==> config.mk <==
export PLATFORM = sky130hd
export DESIGN_NAME = pad_input_conditioner
export DESIGN_NICKNAME = d
export VERILOG_FILES = /design/src/rtl/vga_pkg.sv /design/src/rtl/debounce_channel.sv /design/src/rtl/pad_input_conditioner.sv
export SDC_FILE = /design/constraint.sdc
export NUM_CORES = 1
export LEC_CHECK = 0
export ABC_CLOCK_PERIOD_IN_PS = 2100
export CORE_ASPECT_RATIO = 0.6
export CORE_UTILIZATION = 55
export CTS_BUF_LIST = sky130_fd_sc_hd__clkbuf_4 sky130_fd_sc_hd__clkbuf_8
export CTS_CLUSTER_DIAMETER = 60
export DETAILED_ROUTE_END_ITERATION = 10
export PLACE_DENSITY = 0.72
export SYNTH_ARGS = -nofsm -noshare
export SYNTH_HDL_FRONTEND = slang
export SYNTH_SLANG_ARGS = --single-unit
export TNS_END_PERCENT = 5
==> constraint.sdc <==
create_clock -name clk -period 2.1 [get_ports clk]
set_input_delay 0.42 -clock clk [delete_from_list [all_inputs] [get_ports clk]]
set_output_delay 0.42 -clock clk [all_outputs]
set_load 0.01 [all_outputs]
==> src/rtl/vga_pkg.sv <==
// Shared constants for the VGA pong design: pad motion and button debounce timing.
package vga_pkg;

   localparam int unsigned DEBOUNCE_CYCLES = 650_000;  // 10 ms at 65 MHz
   localparam int unsigned PAD_VELOCITY    = 4;

endpackage : vga_pkg

==> src/rtl/debounce_channel.sv <==
// One button channel: 2-FF synchroniser followed by a debounce FSM with a stability counter.
module debounce_channel #(
   parameter int unsigned DEBOUNCE_CYCLES = 650_000,
   parameter int unsigned CNT_W           = $clog2(DEBOUNCE_CYCLES)
) (
   input  logic clk,
   input  logic rst,
   input  logic btn_raw,
   output logic stable
);

   typedef enum logic [1:0] {
      STABLE_LO = 2'd0,
      WAIT_HI   = 2'd1,
      STABLE_HI = 2'd2,
      WAIT_LO   = 2'd3
   } state_t;

   localparam logic [CNT_W-1:0] CNT_LAST = CNT_W'(DEBOUNCE_CYCLES - 1);
   localparam logic [CNT_W-1:0] CNT_ONE  = CNT_W'(1);

   logic             s1;
   logic             s2;
   state_t           state_q;
   state_t           state_d;
   logic [CNT_W-1:0] cnt_q;
   logic [CNT_W-1:0] cnt_d;

   // Synchroniser
   always_ff @(posedge clk or posedge rst) begin
      if (rst) begin
         s1 <= 1'b0;
         s2 <= 1'b0;
      end else begin
         s1 <= btn_raw;
         s2 <= s1;
      end
   end

   // State and counter register
   always_ff @(posedge clk or posedge rst) begin
      if (rst) begin
         state_q <= STABLE_LO;
         cnt_q   <= '0;
      end else begin
         state_q <= state_d;
         cnt_q   <= cnt_d;
      end
   end

   // Next state: the counter only runs in the WAIT states and is cleared on every exit
   always_comb begin
      state_d = state_q;
      cnt_d   = cnt_q;
      case (state_q)
         STABLE_LO: begin
            if (s2) begin
               state_d = WAIT_HI;
               cnt_d   = CNT_ONE;
            end
         end
         WAIT_HI: begin
            if (!s2) begin
               state_d = STABLE_LO;
               cnt_d   = '0;
            end else if (cnt_q == CNT_LAST) begin
               state_d = STABLE_HI;
               cnt_d   = '0;
            end else begin
               cnt_d = cnt_q + CNT_ONE;
            end
         end
         STABLE_HI: begin
            if (!s2) begin
               state_d = WAIT_LO;
               cnt_d   = CNT_ONE;
            end
         end
         WAIT_LO: begin
            if (s2) begin
               state_d = STABLE_HI;
               cnt_d   = '0;
            end else if (cnt_q == CNT_LAST) begin
               state_d = STABLE_LO;
               cnt_d   = '0;
            end else begin
               cnt_d = cnt_q + CNT_ONE;
            end
         end
         default: begin
            state_d = STABLE_LO;
            cnt_d   = '0;
         end
      endcase
   end

   // Output decode: the accepted level is held high until a release is confirmed
   always_comb begin
      stable = 1'b0;
      if (state_q == STABLE_HI || state_q == WAIT_LO) begin
         stable = 1'b1;
      end
   end

endmodule : debounce_channel

==> src/rtl/pad_input_conditioner.sv <==
// Per-player up/down button conditioner: debounce, up+down conflict resolution, press pulses.
module pad_input_conditioner #(
   parameter int unsigned DEBOUNCE_CYCLES = vga_pkg::DEBOUNCE_CYCLES,
   parameter int unsigned CNT_W           = $clog2(DEBOUNCE_CYCLES)
) (
   input  logic clk,
   input  logic rst,
   input  logic btn_up_raw,
   input  logic btn_down_raw,
   output logic up,
   output logic down,
   output logic up_press,
   output logic down_press
);

   logic stable_up;
   logic stable_down;
   logic up_n;
   logic down_n;

   debounce_channel #(
      .DEBOUNCE_CYCLES (DEBOUNCE_CYCLES),
      .CNT_W           (CNT_W)
   ) u_up_ch (
      .clk     (clk),
      .rst     (rst),
      .btn_raw (btn_up_raw),
      .stable  (stable_up)
   );

   debounce_channel #(
      .DEBOUNCE_CYCLES (DEBOUNCE_CYCLES),
      .CNT_W           (CNT_W)
   ) u_down_ch (
      .clk     (clk),
      .rst     (rst),
      .btn_raw (btn_down_raw),
      .stable  (stable_down)
   );

   // Holding both buttons means neither direction
   always_comb begin
      up_n   = stable_up & ~stable_down;
      down_n = stable_down & ~stable_up;
   end

   // Levels and rising-edge pulses registered together so the pulse aligns with the level
   always_ff @(posedge clk or posedge rst) begin
      if (rst) begin
         up         <= 1'b0;
         down       <= 1'b0;
         up_press   <= 1'b0;
         down_press <= 1'b0;
      end else begin
         up         <= up_n;
         down       <= down_n;
         up_press   <= up_n & ~up;
         down_press <= down_n & ~down;
      end
   end

endmodule : pad_input_conditioner

# After elaboration in Yosys (flattened, before gate mapping)
# Cells that the tools add are included.
[classes]
mul = 0
n_shift = 0
bitwise = 8
magnitude_cmp = 0
n_reduce_logical = 8
n_eq_ne = 16
add_sub_neg = 2
muxes = 28
n_div = 0
[ops]
columns = ["op", "n"]
rows = [
  ["$mux W20", 10],
  ["$pmux W20 S4", 2],
  ["$add A20 B1 Y20 const B", 2],
  ["$eq A20 B20 Y1 const B", 2],
  ["$mux W2", 12],
  ["$pmux W2 S4", 2],
  ["$eq A2 B2 Y1 const B", 4],
  ["$reduce_and A4 Y1", 2],
  ["$ne A3 B1 Y1 const B", 2],
  ["$ne A3 B3 Y1 const B", 2],
  ["$and A1 B1 Y1", 4],
  ["$eq A2 B1 Y1 const B", 2],
  ["$logic_not A2 Y1", 2],
  ["$ne A2 B1 Y1 const B", 2],
  ["$ne A2 B2 Y1 const B", 2],
  ["$not A1 Y1", 4],
  ["$reduce_and A2 Y1", 2],
  ["$logic_or A1 B1 Y1", 2],
  ["$mux W1", 2],
]
[word_totals]
latchBits = 0
output_inout_bits = 4
ff_bits = 52
input_bits = 4
ramBits = 0
mem_bits_ro = 0
n_memories = 0

# Logic depth before layout (Yosys ltp)
# Gate-level depths: netlist of run 1.
[logic_depth]
ltp_word = 6
depth_mapped = 7
mapped_depth_nobuf = 6

# By module
# Synthesis of run 1 repeated with hierarchy kept, for this count alone.
[hier_totals]
hier_cells = 293
hier_area_um2 = 2834.0
[modules_own_cells]
columns = ["module", "n_inst", "seq_area_each_um2", "cells_each", "area_per_inst_um2"]
rows = [
  ["debounce_channel", 2, 600.6, 142, 1348.8],
  ["pad_input_conditioner", 1, 100.1, 9, 136.4],
]

# Worst setup path after synthesis of run 1
# No wires, ideal clock.
[synth_timing]
path_kind = "flip-flop to flip-flop"
start = "register u_down_ch.cnt_q[0]"
end = "register with a tool-made name"
setup_time_ps = 125
setup_slack_ps = 219
stages_incl_launch_ff = 8
path_buffers = 1
t_arrival_ps = 1756
required_ps = 1975
synth_period_minus_slack_ps = 1881
cell_sequence = "dfrtp_1 -> ha_1 -> and3_1 -> and3_1 -> a21o_1 -> buf_6 -> nand2_1 -> mux2_2"
[synth_rtl]
columns = ["item", "line_no", "rtl"]
rows = [
  ["start, declared", "debounce_channel.sv:26", "logic [CNT_W-1:0] cnt_q;"],
  ["start signal, assigned", "debounce_channel.sv:47", "cnt_q <= cnt_d;"],
]

==> summary.txt, run 1 <==
Floorplan
  • Top Ports: 8
  • FP Rows: 19
  • Die height: approximately 57 µm
  • Die Area: approximately 5300 µm²
  • Initial core utilization: 0.585
  • Core area: between 4000 and 5000 µm²
  • Width of the die: around 93 µm

Cells and area
  • Commonest non-fill, non-tap cells in the layout: dfrtp_1 (52), nand2_1 (32), nand3_1 (27)
  • # diodes: 0
  • Nets: 329
  • Commonest non-fill, non-tap cell in the layout: dfrtp_1
  • Layout cells sized above 1: 0.139
  • Area grow syn2layout: 14.5%
  • Fillers: between 300 and 400
  • Final Cell Area: between 3000 and 4000 µm²

Detailed routing
  • Antenna-violating nets left: 0
  • Drt drc: 0
  • Drt via density: 6.21
  • Wire per inst: between 15 and 20 µm
  • Total number of vias: ~2,400
  • Drt first-iter violations: approximately 300
  • Final wirelength: 6370 µm
  • First-pass DRT Iterations: 5

Power and ir drop
  • Leak Pwr: 1.34 nW
  • Clock share of power: 0.220
  • Sequential Power Share: 0.405
  • Pwr/cell area: 998 nW/µm²
  • Logic pwr share: 0.375
  • Int Power: just under 2 mW
  • Switching power: approximately 1.1 mW
  • Max VDD drop: a little over 0.5 mV
  • Sw Ratio: 0.365

Yosys
  • Post-Syn Nets: between 300 and 400
  • Ys flop type: dfrtp_1
  • Sequential area share after synthesis: 0.477
  • Asr flop ratio synth: 1.00
  • Post-synthesis average cell area: approximately 9.2 µm²
  • Post-synthesis cell type count: between 40 and 50
  • Synth warn: 0
  • Number of synthesized flops with an enable pin: 0
  • Synthesized area: 2730 µm²
  • Flops & latches, synth: between 50 and 60
  • Syn Inst Count: a little under 300

Clocking
  • # resized after CTS: 0
  • Number of CTS-inserted buffers: 5
  • CTS tree: done
  • Clock buffer depth: 2
  • Worst-path clk slew: about 0.10 ns
  • Htree depth: 2
  • Post-CTS Setup Bufs: 0
  • Hold_buf cts: 0
  • Clock sinks: 52
  • CTS Root Cell: clkbuf_8
  • Clk Latency, worst-skew pair: 0.30 ns

Critical path
  • R2r worst-path depth: 6
  • Largest stage delay, worst path: between 0.4 and 0.5 ns
  • Worst setup EP type: flop
  • Reg2reg setup slack: slightly below 0.1 ns
  • Family with the most delay on the worst path: simple AND/OR/NAND/NOR gates
  • Buffers & Inverters on Critical Path: 0
  • CP Max Fanout: 13
  • Critical path data arrival time: ~2.2 ns
  • Worst Setup Start Kind: flop
  • Slowest-stage cell, CP: dfrtp_1
  • Critical path required time: 2.30 ns
  • WS Path Type: flop to flop
  • FF-to-FF Start: u_down_ch.cnt_q[1]
  • CP dominant cell by count: and3_1
  • CP Cell Sequence: ha_1, and3_1, and3_1, a21o_2, nand2_1, mux2_2

Place
  • Post-DP Area: ~3000 µm²
  • PortBufs: 7
  • Gp weighted congestion: roughly 0.90
  • Detailed Place HPWL: between 4000 and 5000 µm

STA
  • Worst-Margin Slew: 0.581 ns
  • Max frequency: roughly 500 MHz
  • Setup violators final: 0
  • Final critical-path required period: 2.00 ns
  • Final hold viol count: 0
  • Count of pins over their slew limit: 0
  • Period utilization: 0.953
  • Relative slew slack: 0.612
  • Setup TNS: 0 ns
  • Layout Skew: approximately 0.0086 ns
  • Unrepaired setup endpoints after global routing: false

Min path
  • Worst hold path class: flop to flop
  • Hold Path End: u_up_ch.s2
  • Worst Hold Path Cells: 0
  • Hold_sp: u_up_ch.s1

Global route
  • Gr usage total: 0.266
  • GRT overflow: 0
  • Pin count of the biggest net entering global routing: 22
  • Global-route wire length before repair: around 11,000 µm
  • Vias in the first global route: between 2,000 and 2,500
  • Antenna violations before repair: 0

Status
  • Run status: completed

Job
  • Max-Cap Viols: 0
-- stage by stage --
stage / hold slack (ns) / util / power [mW] / instances / worst slack (ns)
2_1_floorplan: 0.331 / - / 1.98 / 296 / 0.219
3_3_place_gp: 0.333 / 0.643 / 2.38 / 379 / 0.147
3_5_place_dp: 0.339 / 0.643 / 2.40 / 379 / 0.0359
4_1_cts: 0.355 / 0.667 / 3.09 / 387 / 0.0187
5_1_grt: 0.384 / 0.671 / 3.30 / 387 / 0.00366
6_report: 0.357 / 0.671 / 3.12 / 387 / 0.0994
-- flip-flops by register name, summed over array words and instances, names as in the netlist, named ones only --
register           cells
u_down_ch.s1           1
up_press               1
u_down_ch.cnt_q       20
up                     1
u_up_ch.state_q        1
down                   1
down_press             1
u_up_ch.s1             1
u_down_ch.state_q      1
u_down_ch.s2           1
u_up_ch.s2             1
u_up_ch.cnt_q         20
-- power by group through the flow --
| stage | clock network, mW | registers, mW | logic, mW |
|---|---|---|---|
| after floorplan | 0 | 1.26 | 0.726 |
| after global placement | 0 | 1.27 | 1.11 |
| after detailed placement | 0 | 1.28 | 1.13 |
| after CTS | 0.699 | 1.26 | 1.13 |
| after global routing | 0.732 | 1.28 | 1.28 |
| final | 0.687 | 1.26 | 1.17 |
-- cell families after synthesis --
kind of cell | share of synthesized area
AND/OR/NAND/NOR | 0.272
AO/OA/AOI/OAI | 0.178
flip-flops | 0.477
buffers and inverters | 0.0367
XOR/XNOR | 0.0188
multiplexers | 0.00826
adder cells (fa/ha/maj) | 0.00917
-- synth_stat cells (3+ instances only) --
cell type	number	area (µm²)
dfrtp_1	52	1300
nand2_1	32	120
nand3_1	27	135
o21ai_0	26	130
inv_1	15	56.3
nor2_1	15	56.3
a21oi_1	14	70.1
nor3_1	12	60.1
a21o_1	10	75.1
or3_1	10	62.6
nand4_1	8	50.1
and3_1	7	43.8
nor2b_1	5	31.3
nor4_1	5	31.3
a22o_1	4	35.0
a31o_2	3	26.3
a31oi_1	3	18.8
clkbuf_1	3	11.3
nor4b_1	3	26.3
xor2_1	3	26.3
-- layout make-up --
cell class | instances | area (µm²) | share of cell area
inverter | 15 | 56.3 | 0.0180
sequential | 52 | 1300 | 0.416
timing repair buffer | 27 | 233 | 0.0745
tap | 63 | 78.8 | 0.0252
clock buffer | 6 | 76.3 | 0.0244
clock inverter | 2 | 35.0 | 0.0112
multi-input combinational | 222 | 1340 | 0.430
-- worst max-delay path by stage --
stage	endpoint	cells past startpoint	startpoint	slack (ns)
floorplan	flop	7	u_down_ch.cnt_q[0]	0.22
global placement	flop	6	u_up_ch.cnt_q[0]	0.15
detailed placement	flop	6	u_up_ch.cnt_q[0]	0.04
CTS	flop	6	u_up_ch.cnt_q[0]	0.02
global route	u_down_ch.cnt_q[13]	6	u_down_ch.cnt_q[1]	0.004
finish	flop	6	u_down_ch.cnt_q[1]	0.1
-- per-layer routing --
| layer | track usage | share of wire |
|---|---|---|
| met1 | 0.460 | 0.54 |
| met2 | 0.320 | 0.36 |
| met3 | 0.0691 | 0.094 |
| met4 | 0.0484 | 0.0050 |
| met5 | 0 | 0 |
(Power assumes the default switching activity.)
==> run 2: changes to the inputs <==
--- a/config.mk
+++ b/config.mk
@@ -14,5 +14,6 @@
 export PLACE_DENSITY = 0.72
 export SYNTH_ARGS = -nofsm -noshare
 export SYNTH_HDL_FRONTEND = slang
+export SYNTH_HIERARCHICAL = 1
 export SYNTH_SLANG_ARGS = --single-unit
 export TNS_END_PERCENT = 5
==> summary.txt, run 2 <==
Status
  • Run status: completed

Critical path
  • Critical path data arrival time: about 2.3 ns
  • Slowest-stage cell, CP: or4b_4
  • CP dominant cell by count: a21o_1
  • Buffers & Inverters on Critical Path: 0
  • WS Path Type: flop to flop
  • Largest stage delay, worst path: ~0.54 ns
  • Critical path required time: 2.30 ns
  • Worst setup EP type: flop
  • CP Max Fanout: 23
  • CP Cell Sequence: or4b_4, nor4_4, a21oi_4, a21o_1, a21o_1
  • Family with the most delay on the worst path: simple AND/OR/NAND/NOR gates
  • Worst Setup Start Kind: flop

STA
  • Final setup margin: 0.00465 ns
  • Setup violators final: 0
  • Count of pins over their slew limit: 0
  • Final critical-path required period: around 2.1 ns
  • Layout Skew: 0.00616 ns
  • Final hold viol count: 0
  • Unrepaired setup endpoints after global routing: true
  • Relative slew slack: 0.606
  • Worst-Margin Slew: between 0.5 and 0.6 ns
  • Max frequency: 477 MHz
  • Period utilization: 0.998

Cells and area
  • Nets: ~350
  • Area grow syn2layout: 18.5%
  • Utilization of the core after routing: 0.707
  • Commonest non-fill, non-tap cells in the layout: dfrtp_1 (52), buf_4 (45), nand3_1 (30)
  • Commonest non-fill, non-tap cell in the layout: dfrtp_1
  • Top Registers: u_down_ch/cnt_q: 20 flops, u_up_ch/cnt_q: 20 flops
  • # diodes: 0
  • Layout cells sized above 1: 0.266

Place
  • PortBufs: 7
  • Detailed Place HPWL: about 5000 µm
  • Gp weighted congestion: just under 0.9
  • Pre-CTS WS: -0.0395 ns

Floorplan
  • Core area: ~4800 µm²
  • FP Rows: 19
  • Die height: about 58 µm
  • Initial core utilization: 0.596
  • Die Area: between 5000 and 6000 µm²
  • Top Ports: 8
  • Width of the die: ~95 µm

Detailed routing
  • First-pass DRT Iterations: 5
  • Antenna-violating nets left: 0
  • Drt drc: 0
  • Final wirelength: between 6000 and 7000 µm
  • Drt via density: just over 6
  • Total number of vias: ~2,500
  • Drt first-iter violations: between 200 and 300
  • Wire per inst: around 17 µm

Clocking
  • Number of CTS-inserted buffers: 5
  • CTS tree: done
  • Clock sinks: 52
  • CTS Root Cell: clkbuf_8
  • Clk Latency, worst-skew pair: 0.31 ns
  • Htree depth: 2
  • Worst-path clk slew: ~0.090 ns
  • Clock buffer depth: 2

Global route
  • Vias in the first global route: roughly 2,000
  • Global-route wire length before repair: between 10,000 and 15,000 µm
  • Antenna violations before repair: 0
  • Pin count of the biggest net entering global routing: 25
  • Gr usage total: 0.276
  • GRT overflow: 0

Power and ir drop
  • Logic pwr share: 0.451
  • Max VDD drop: roughly 0.57 mV
  • Sequential Power Share: 0.368
  • Clock share of power: 0.180
  • Sw Ratio: 0.371
  • Int Power: approximately 2.2 mW
  • Pwr/cell area: slightly above 1000 nW/µm²
  • Switching power: around 1.3 mW
  • Leak Pwr: 1.50 nW

Yosys
  • Ys flop type: dfrtp_1
  • Post-synthesis average cell area: about 9.7 µm²
  • Syn Inst Count: approximately 290
  • Most common cell in the synthesized netlist: dfrtp_1
  • Synth warn: 6
  • Commonest cells post-synth: dfrtp_1 (52), nand3_1 (30), a21oi_1 (24)
  • Synth area leaders: dfrtp_1 (46%), nand3_1 (5.3%), a21oi_1 (4.2%)
  • Synthesized area: 2830 µm²
  • Post-Syn Nets: between 200 and 300
  • Post-synthesis cell type count: 40
  • Asr flop ratio synth: 1.00
  • Yosys top cell area share: 0.459
  • Flops & latches, synth: 52
  • Sequential area share after synthesis: 0.459
  • Leading area contributor after synthesis: dfrtp_1
  • Number of synthesized flops with an enable pin: 0

Min path
  • Worst hold path class: input pin to async pin

Job
  • Max-Cap Viols: 0
-- run 2: changes by cell type in the layout (fill, tap and decap cells not counted), moves of 6 or more --
cell	change
buf_4	+26
o21ai_0	-14
or3_2	+12
a21oi_1	+10
nand2_1	-10
or3_1	-10
a31oi_1	+7
or2b_1	+6
-- run 2: area by class of cell --
cell class	instances	area, µm²
Clock buffer	8	97.6
Timing Repair Buffer	53	428
Inverter	11	41.3
Sequential cell	52	1300
Fill cell	371	1400
Tap cell	63	78.8
Multi-Input combinational cell	218	1410
-- run 2: power by group through the flow --
stage	combinational [mW]	clock [mW]	sequential, mW
after floorplan	0.994	0	1.31
after global placement	1.42	0	1.28
after detailed placement	1.43	0	1.29
after CTS	1.46	0.645	1.27
after global routing	1.70	0.679	1.30
final	1.56	0.624	1.28
-- run 2: worst paths after layout --
path                                      to  slack [ns]  cells after the start             start
setup / recovery           u_up_ch/cnt_q[14]       0.005                      5  u_up_ch/cnt_q[5]
hold / removal                          down        0.34                      2               rst
setup reg to reg           u_up_ch/cnt_q[14]       0.005                      5  u_up_ch/cnt_q[5]
hold reg to reg                   u_up_ch/s2        0.36                      0        u_up_ch/s1
max in group asynchronous  u_up_ch/cnt_q[14]        1.33                      3               rst
min in group clk                  u_up_ch/s2        0.36                      0        u_up_ch/s1
-- run 2: kinds of logic after synthesis --
logic type | synth area share
compound gates | 0.167
xor+xnor | 0.00618
fa+ha+maj | 0.00883
buf+inv | 0.0543
flops | 0.459
mux | 0.0177
simple gates | 0.287
-- run 2: repair_timing --
item                       CTS  global route
pin swaps                    2             2
resized for setup            2             3
setup endpoints to repair   10            11
hold buffers                 0             0
buffers inserted             0             4
-- run 2: worst reg2reg max path, delay by kind of cell, from the launching register on --
family / cells / cell delay [ns]
AOI/OAI and AO/OA: 3 / 0.63
and+or+nand+nor: 2 / 0.96
DFF: 1 / 0.41
-- run 2: stage by stage --
stage	setup TNS [ns]	instances	total power [mW]	hold slack [ns]	cell area [µm²]
floorplan	0	293	2.31	0.186	2830
detailed placement	-0.102	393	2.73	0.338	3190
CTS	0	401	3.37	0.338	3300
finish	0	405	3.46	0.337	3360
global route	-0.240	405	3.68	0.356	3360
global placement	0	393	2.71	0.332	3190
-- run 2: routing by layer --
layer	up-vias	wire length, µm	track usage
met3	7	668	0.0760
met4	0	60	0.0649
met1	1168	3670	0.491
li1	1178	-	-
met2	123	2420	0.303
met5	-	0	0
